==> config.mk <==
export PLATFORM = sky130hd
export DESIGN_NAME = seq_restoring_divider
export DESIGN_NICKNAME = d
export VERILOG_FILES = /design/src/rtl/fp_div_pkg.sv /design/src/rtl/div_trial_subtract.sv /design/src/rtl/seq_restoring_divider.sv
export SDC_FILE = /design/constraint.sdc
export NUM_CORES = 1
export LEC_CHECK = 0
export CORE_MARGIN = 2
export CORE_UTILIZATION = 54
export DETAILED_ROUTE_END_ITERATION = 6
export HOLD_SLACK_MARGIN = 0.1
export PLACE_DENSITY = 0.86
export SLEW_MARGIN = 20
export SYNTH_ARGS = -nofsm -noshare
export SYNTH_HDL_FRONTEND = slang
export SYNTH_SLANG_ARGS = --single-unit
==> constraint.sdc <==
create_clock -name clk -period 30.7 [get_ports clk]
set_input_delay 6.14 -clock clk [delete_from_list [all_inputs] [get_ports clk]]
set_output_delay 6.14 -clock clk [all_outputs]
set_load 0.01 [all_outputs]
==> src/rtl/fp_div_pkg.sv <==
// Shared types and constants for the FP divide mantissa datapath.
package fp_div_pkg;

    localparam int unsigned MANT_W = 24;

    typedef enum logic [1:0] {
        IDLE = 2'd0,
        CALC = 2'd1,
        DONE = 2'd2
    } div_state_e;

endpackage

==> src/rtl/div_trial_subtract.sv <==
// Combinational trial subtraction r - d, built as r + ~d + 1 on a ripple-carry chain.
module div_trial_subtract #(
    parameter int unsigned W = 25
) (
    input  logic [W-1:0] r_i,
    input  logic [W-1:0] d_i,
    output logic [W-1:0] diff_o,
    output logic         nonneg_o
);

    logic [W:0]   carry;
    logic [W-1:0] d_inv;

    assign d_inv = ~d_i;

    // Carry out of the top bit is the inverted borrow: set when r >= d.
    always_comb begin
        carry    = '0;
        diff_o   = '0;
        carry[0] = 1'b1;
        for (int i = 0; i < int'(W); i++) begin
            diff_o[i]    = r_i[i] ^ d_inv[i] ^ carry[i];
            carry[i + 1] = (r_i[i] & d_inv[i]) | (carry[i] & (r_i[i] ^ d_inv[i]));
        end
    end

    assign nonneg_o = carry[W];

endmodule

==> src/rtl/seq_restoring_divider.sv <==
// Unsigned restoring divider, one quotient bit per clock, valid/ready on both sides.
module seq_restoring_divider
    import fp_div_pkg::*;
#(
    parameter int unsigned N = MANT_W
) (
    input  logic         clk,
    input  logic         reset,
    input  logic         in_valid,
    output logic         in_ready,
    input  logic [N-1:0] dividend,
    input  logic [N-1:0] divisor,
    output logic         out_valid,
    input  logic         out_ready,
    output logic [N-1:0] quotient,
    output logic [N-1:0] remainder,
    output logic         div_by_zero
);

    localparam int unsigned CW = $clog2(N + 1);
    localparam int unsigned RW = N + 1;

    div_state_e    state_q;
    logic [N-1:0]  q_q;
    logic [N-1:0]  d_q;
    logic [RW-1:0] r_q;
    logic [CW-1:0] cnt_q;
    logic          in_ready_q;
    logic          out_valid_q;
    logic          dz_q;

    logic [RW-1:0] r_shift;
    logic [RW-1:0] trial_diff;
    logic          trial_nonneg;

    // Shift {R,Q} left by one; the dividend MSB walks into the remainder.
    assign r_shift = {r_q[N-1:0], q_q[N-1]};

    div_trial_subtract #(
        .W(RW)
    ) u_trial (
        .r_i     (r_shift),
        .d_i     ({1'b0, d_q}),
        .diff_o  (trial_diff),
        .nonneg_o(trial_nonneg)
    );

    always_ff @(posedge clk) begin
        if (reset) begin
            state_q     <= IDLE;
            in_ready_q  <= 1'b1;
            out_valid_q <= 1'b0;
            q_q         <= '0;
            d_q         <= '0;
            r_q         <= '0;
            cnt_q       <= '0;
            dz_q        <= 1'b0;
        end else begin
            unique case (state_q)
                IDLE: begin
                    if (in_valid && in_ready_q) begin
                        q_q        <= dividend;
                        d_q        <= divisor;
                        r_q        <= '0;
                        cnt_q      <= CW'(N);
                        in_ready_q <= 1'b0;
                        // Zero divisor bypasses iteration with the saturated quotient.
                        if (divisor == '0) begin
                            dz_q        <= 1'b1;
                            q_q         <= '1;
                            r_q         <= RW'(dividend);
                            out_valid_q <= 1'b1;
                            state_q     <= DONE;
                        end else begin
                            dz_q    <= 1'b0;
                            state_q <= CALC;
                        end
                    end
                end
                CALC: begin
                    r_q   <= trial_nonneg ? trial_diff : r_shift;
                    q_q   <= {q_q[N-2:0], trial_nonneg};
                    cnt_q <= cnt_q - CW'(1);
                    if (cnt_q == CW'(1)) begin
                        out_valid_q <= 1'b1;
                        state_q     <= DONE;
                    end
                end
                DONE: begin
                    if (out_valid_q && out_ready) begin
                        out_valid_q <= 1'b0;
                        in_ready_q  <= 1'b1;
                        state_q     <= IDLE;
                    end
                end
                default: begin
                    out_valid_q <= 1'b0;
                    in_ready_q  <= 1'b1;
                    state_q     <= IDLE;
                end
            endcase
        end
    end

    assign in_ready    = in_ready_q;
    assign out_valid   = out_valid_q;
    assign quotient    = q_q;
    assign remainder   = r_q[N-1:0];
    assign div_by_zero = dz_q;

    // Final remainder is below the divisor, so the guard bit is clear.
    a_rem_msb_clear: assert property (@(posedge clk) disable iff (reset)
        (state_q == DONE) |-> !r_q[N]);

endmodule

* Word-level counts from Yosys, hierarchy flattened
Index checks and enable logic that the tools add are counted.
Storage, ports and cells: register bits 82, latch bits 0, memory bits (writable) 0, ROM bits 0, input port bits 52, output and inout bits 51, word-level logic and storage cells 174, memories kept 0
Operators by class: $add $sub $neg 1, multiply operators 0, divide/modulo/power cells 0, order comparisons 0, eq/ne operators 7, shift operators 0, mux-type cells 23, bitwise gates (word level) 125, reduce and logical (&&, ||, !) cells 10
Operators by type and width (number):
- $mux W24 | 5
- $pmux W24 S2 | 2
- $and A1 B1 Y1 | 49
- $xor A1 B1 Y1 | 48
- $not A24 Y25 | 1
- $or A1 B1 Y1 | 25
- $logic_not A24 Y1 | 1
- $pmux W5 S2 | 1
- $mux W2 | 4
- $ne A2 B2 Y1 const B | 4
- $mux W1 | 7
- $pmux W1 S3 | 2
- $pmux W2 S3 | 1
- $reduce_and A3 Y1 | 2
- $eq A5 B1 Y1 const B | 1
- $mux W5 | 1
- $sub A5 B1 Y5 const B | 1
- $reduce_and A2 Y1 | 2
- $reduce_and A4 Y1 | 1
- $eq A2 B1 Y1 const B | 1
- $eq A2 B2 Y1 const B | 1
- $logic_and A1 B1 Y1 | 2
- $logic_not A2 Y1 | 1
- $not A1 Y1 | 2
- $reduce_bool A2 Y1 | 1

* Longest topological paths before layout
depth in word-level cells 53, depth in mapped cells 35, depth with buffers taken out 32

* Cells and area by module
From an unflattened synthesis, not the netlist that was laid out.
Second synthesis, totals: cells, all modules 526, area total of the unflattened synthesis 4550.6 sq um
Modules (own cells, without submodules):
- seq_restoring_divider | times used 1, cells each 450, area each 3866.2 sq um, sequential area each 1641.6 sq um
- div_trial_subtract | times used 1, cells each 76, area each 684.4 sq um, sequential area each 0.0 sq um

* Least setup slack after synthesis
OpenSTA, ideal clock, no wires.
path type flip-flop to flip-flop, start register q_q[23], in the netlist quotient[23], end register r_q[12], setup time 0.132 ns, arrival time 10.098 ns, required time 30.568 ns, path slack 20.470 ns, stages on the path, launching flop included 36, buffers on the path 3, clock period less this slack 10.230 ns, cell sequence dfxtp_1 -> inv_1 -> ha_1 -> fa_1 -> fa_1 -> fa_1 -> fa_1 -> fa_1 -> fa_1 -> fa_1 -> fa_1 -> fa_1 -> fa_1 -> fa_1 -> fa_1 -> fa_1 -> fa_1 -> fa_1 -> fa_1 -> fa_1 -> fa_1 -> fa_1 -> fa_1 -> inv_1 -> fa_1 -> inv_1 -> fa_1 -> inv_1 -> fa_1 -> clkbuf_1 -> or2_1 -> clkbuf_1 -> clkbuf_1 -> a21oi_1 -> o22ai_1 -> nor3_1
Between the ends: longest elaborated chain between the ends 52, elaborated cells between the ends (all ways) 54, those cells by class mux (2); bitwise (52)
RTL lines:
- start, declared | line seq_restoring_divider.sv:24 | logic [N-1:0] q_q;
- start signal, assigned | line seq_restoring_divider.sv:62 | q_q <= dividend;
- start signal, assigned | line seq_restoring_divider.sv:82 | q_q <= {q_q[N-2:0], trial_nonneg};
- $and A1 B1 Y1 or $xor A1 B1 Y1 (tied branches) | line div_trial_subtract.sv:23 | carry[i + 1] = (r_i[i] & d_inv[i]) | (carry[i] & (r_i[i] ^ d_inv[i]));
- $or A1 B1 Y1 (*) | line div_trial_subtract.sv:23
- $and A1 B1 Y1 (*) | line div_trial_subtract.sv:23
- $or A1 B1 Y1 (*) | line div_trial_subtract.sv:23
- $and A1 B1 Y1 (*) | line div_trial_subtract.sv:23
- $or A1 B1 Y1 (*) | line div_trial_subtract.sv:23
- $and A1 B1 Y1 (*) | line div_trial_subtract.sv:23
- $or A1 B1 Y1 (*) | line div_trial_subtract.sv:23
- (+36 left out)
- $and A1 B1 Y1 | line div_trial_subtract.sv:23
- $or A1 B1 Y1 | line div_trial_subtract.sv:23
- $and A1 B1 Y1 | line div_trial_subtract.sv:23
- $or A1 B1 Y1 | line div_trial_subtract.sv:23
- $and A1 B1 Y1 | line div_trial_subtract.sv:23
- $or A1 B1 Y1 | line div_trial_subtract.sv:23
- $mux W24 (*) | line seq_restoring_divider.sv:81 | r_q <= trial_nonneg ? trial_diff : r_shift;
- $pmux W24 S2 (*) | line seq_restoring_divider.sv:59 | unique case (state_q)
- end signal, assigned | line seq_restoring_divider.sv:71 | r_q <= RW'(dividend);
- end signal, assigned | line seq_restoring_divider.sv:81
- end, declared | line seq_restoring_divider.sv:26 | logic [RW-1:0] r_q;
Every way passes the cells marked *; elsewhere a longest branch is shown, timed or not. A chain may end at the register's enable or synchronous reset.

* Worst setup path in the final report
start register q_q[23], in the netlist quotient[23], end register r_q[21]
Between the ends: longest elaborated chain between the ends 52, elaborated cells between the ends (all ways) 54, those cells by class mux (2); bitwise (52)
RTL lines (line):
- $and A1 B1 Y1 or $xor A1 B1 Y1 (tied branches) | div_trial_subtract.sv:23
- $or A1 B1 Y1 (*) | div_trial_subtract.sv:23
- $and A1 B1 Y1 (*) | div_trial_subtract.sv:23
- $or A1 B1 Y1 (*) | div_trial_subtract.sv:23
- $and A1 B1 Y1 (*) | div_trial_subtract.sv:23
- $or A1 B1 Y1 (*) | div_trial_subtract.sv:23
- $and A1 B1 Y1 (*) | div_trial_subtract.sv:23
- $or A1 B1 Y1 (*) | div_trial_subtract.sv:23
- (+36 left out)
- $and A1 B1 Y1 | div_trial_subtract.sv:23
- $or A1 B1 Y1 | div_trial_subtract.sv:23
- $and A1 B1 Y1 | div_trial_subtract.sv:23
- $or A1 B1 Y1 | div_trial_subtract.sv:23
- $and A1 B1 Y1 | div_trial_subtract.sv:23
- $or A1 B1 Y1 | div_trial_subtract.sv:23
- $mux W24 (*) | seq_restoring_divider.sv:81
- $pmux W24 S2 (*) | seq_restoring_divider.sv:59
Marked as above.

==> summary.txt <==
Die
  – Height of the die: 92.56 µm
  – # rows: 32
  – Initial Util: 0.5538
  – Die area: 0.008567 mm²
  – Die W: 92.56 µm
  – Num ports: 103
  – CORE AREA: 0.007647 mm²

Placed design
  – Final GP Congestion: 0.8442
  – Hpwl dp: 7875 µm
  – I/O Buffers: 102
  – Post-Place Setup Slack: 19370 ps
  – Cell Area, Placed: 0.005206 mm²

Worst hold path
  – Worst Hold Path EP: div_by_zero$_SDFFE_PP0P_
  – Hold Path Class: reg -> reg
  – HP Start: div_by_zero$_SDFFE_PP0P_
  – Worst Hold Depth: 2

Critical path
  – Worst r2r dst: r_q[21]$_SDFFE_PP0P_
  – Startpoint types: register
  – Flop-to-flop setup slack: 19100 ps
  – R2R depth: 32
  – R2R Path Start: quotient[23]$_SDFFE_PP0P_
  – Critical path arrival: 11860 ps
  – Crit path max fanout: 25
  – Worst setup EP type: register
  – CP required: 30960 ps
  – Crit-path slowest cell: fa_1
  – Critical Setup Path Class: reg -> reg
  – Most common cell on crit path: fa_1
  – Max stage delay on crit path: 790 ps

Yosys
  – Area contributors post-synth: dfxtp_1 (39%), fa_1 (11%), a31oi_1 (7.1%)
  – Most used DFF post-synth: dfxtp_1
  – Syn avg cell area: 8.437 µm²
  – Cells after Synth: 502
  – Most common cell in the netlist: dfxtp_1
  – Synth async-reset ratio: 0
  – Unique cell type count in the Yosys netlist: 45
  – Syn Std Cell Area: 0.004235 mm²
  – Number of flops mapped to enable cells by yosys: 0
  – Syn Nets: 580
  – Register area share after synthesis: 0.3876
  – Post-synth top area share: 0.3876
  – Ys Warns: 0
  – Synth area leader: dfxtp_1
  – Top cells by count, synth: dfxtp_1 (82), nand2_1 (75), a21oi_1 (51)
  – #FFs+latches synth: 82

Global route
  – First-pass GRT wire length: 19790 µm
  – Vias in the first global route: 4137
  – Largest net degree at the start of global routing: 83
  – GR Overflow Total: 0
  – GRT Util Overall: 0.2880
  – Antenna violations before repair: 0

Route
  – Drt wl/cell: 17.87 µm
  – Remaining antenna violation count: 0
  – Iter 0 DRT Violations: 429
  – Final wirelength: 12120 µm
  – Vias/cell: 6.183
  – Vias post-DR: 4192
  – TritonRoute pass-1 iters: 6
  – Drt drc: 0

Clock tree
  – CTS sink count: 82
  – Cts repair resizes: 0
  – Skew-Pair Late Insertion Delay: 350 ps
  – Reg clk slew, reported paths: 90 ps
  – Clock Path Buffers: 2
  – Clk Tree Root Cell: clkbuf_8
  – Clock tree from TritonCTS: done
  – Post-CTS Hold Buffers: 0
  – CTS Buf Count: 9
  – CTS H-tree depth: 3
  – Post-CTS Setup Inserts: 0

Final layout
  – Area grow syn2layout: 28.63%
  – Post-layout util: 0.7124
  – Nets: 649
  – Final instance area: 0.005448 mm²
  – Share of cells above drive strength 1: 0.06076
  – Antenna diodes: 0
  – # fillers: 599

STA
  – Number of hold violations in the final report: 0
  – Final Setup Violations: 0
  – Relative slew slack: 0.3230
  – RSZ-0062 raised after global routing: false
  – Setup tns final: 0 ps
  – Final Skew: 7.479 ps
  – Period utilisation layout: 0.3779
  – Actual slew at the worst max-slew pin: 1016 ps
  – Tmin final: 11600 ps
  – Setup ws final: 19100 ps
  – Max Slew Vio Count: 0
  – Fmax achieved: 86.20 MHz

Pwr
  – Seq pwr share: 0.379
  – Sw Ratio: 0.3411
  – Internal power: 228.8 µW
  – Pleak: 0.001948 µW
  – Combinational Power Share: 0.347
  – Psw: 118.5 µW
  – Total Power: 347.2 µW
  – Worst VDD drop: 0.03043 mV
  – Clk network pwr share: 0.274
  – Power per cell area: 63.74 mW/mm²

Outcome
  – Status: finished clean

Job
  – Max-cap violations: 0
metal layers:
metal / wire length (µm) / track usage / share of wire
met5: 0 / 0 / 0
met2: 5842 / 0.4805 / 0.48
met4: 236 / 0.1132 / 0.019
met3: 1124 / 0.05207 / 0.093
met1: 4913 / 0.3710 / 0.41
cell usage in the layout, fill, tap and decap left out, types with 2 or more instances in the layout:
cell type / n
a211oi_1: 3
a21oi_1: 51
a21oi_2: 2
a222oi_1: 2
a22oi_1: 22
a31oi_1: 48
buf_4: 6
bufinv_16: 3
clkbuf_8: 9
clkdlybuf4s50_1: 101
clkinvlp_4: 2
dfxtp_1: 82
fa_1: 23
ha_1: 3
inv_1: 29
nand2_1: 75
nand2b_1: 2
nor2_1: 9
nor3_1: 48
nor4_1: 5
o22ai_1: 22
or4_4: 2
cell type report:
class                           count  area (µm²)  share of cell area
Clock buffer                       10       127.6             0.02343
Clock inverter                      6       113.9             0.02090
Inverter                           29       108.9             0.01998
Multi-Input combinational cell    341        2267              0.4162
Sequential cell                    82        1642              0.3013
Tap cell                          102       127.6             0.02343
Timing Repair Buffer              108        1061              0.1948
per-stage QoR:
step | hold WS [ps] | std cells
final | 472.1 | 678
after CTS | 474.6 | 678
after floorplan | 436.3 | 502
after global placement | 446.4 | 662
after detailed placement | 461.6 | 662
after global routing | 501.0 | 678
critical path: cells and delay by family, from the launching register on:
kind / cells / cell delay, ps
AO/OA/AOI/OAI: 1 / 290
adder cells (fa/ha/maj): 24 / 9470
buffers and inverters: 4 / 290
flip-flops: 1 / 400
AND/OR/NAND/NOR: 3 / 1080
sequential cells by signal (all words and copies together) (netlist names):
name / count
out_valid: 1
cnt_q: 5
r_q: 24
d_q: 24
div_by_zero: 1
quotient: 24
state_q: 2
in_ready: 1
power groups by stage:
stage	combinational, µW	clock, µW	sequential (µW)
after floorplan	76.7	0	133
after global placement	113	0	133
after detailed placement	117	0	134
after CTS	119	95.5	131
after global routing	134	100	133
final	120	95.0	132
worst max path at each step:
stage	end	slack, ps	depth (start not counted)	from
6_report	r_q[21]$_SDFFE_PP0P_	19100	32	quotient[23]$_SDFFE_PP0P_
5_1_grt	r_q[21]$_SDFFE_PP0P_	18720	32	quotient[23]$_SDFFE_PP0P_
4_1_cts	r_q[21]$_SDFFE_PP0P_	19230	32	quotient[23]$_SDFFE_PP0P_
3_5_place_dp	r_q[21]$_SDFFE_PP0P_	19370	32	quotient[23]$_SDFFE_PP0P_
3_3_place_gp	r_q[21]$_SDFFE_PP0P_	19720	32	quotient[23]$_SDFFE_PP0P_
2_1_floorplan	r_q[12]$_SDFFE_PP0P_	20470	35	quotient[23]$_SDFFE_PP0P_
cell families (layout without fill, tap and decap cells):
| family | Yosys count | in the layout | share of synthesized area |
|---|---|---|---|
| buf+inv | 79 | 153 | 0.08065 |
| compound gates | 159 | 159 | 0.2357 |
| fa+ha+maj | 26 | 26 | 0.1176 |
| flops | 82 | 82 | 0.3876 |
| simple gates | 156 | 156 | 0.1784 |
Power figures use the tool's default switching activity.
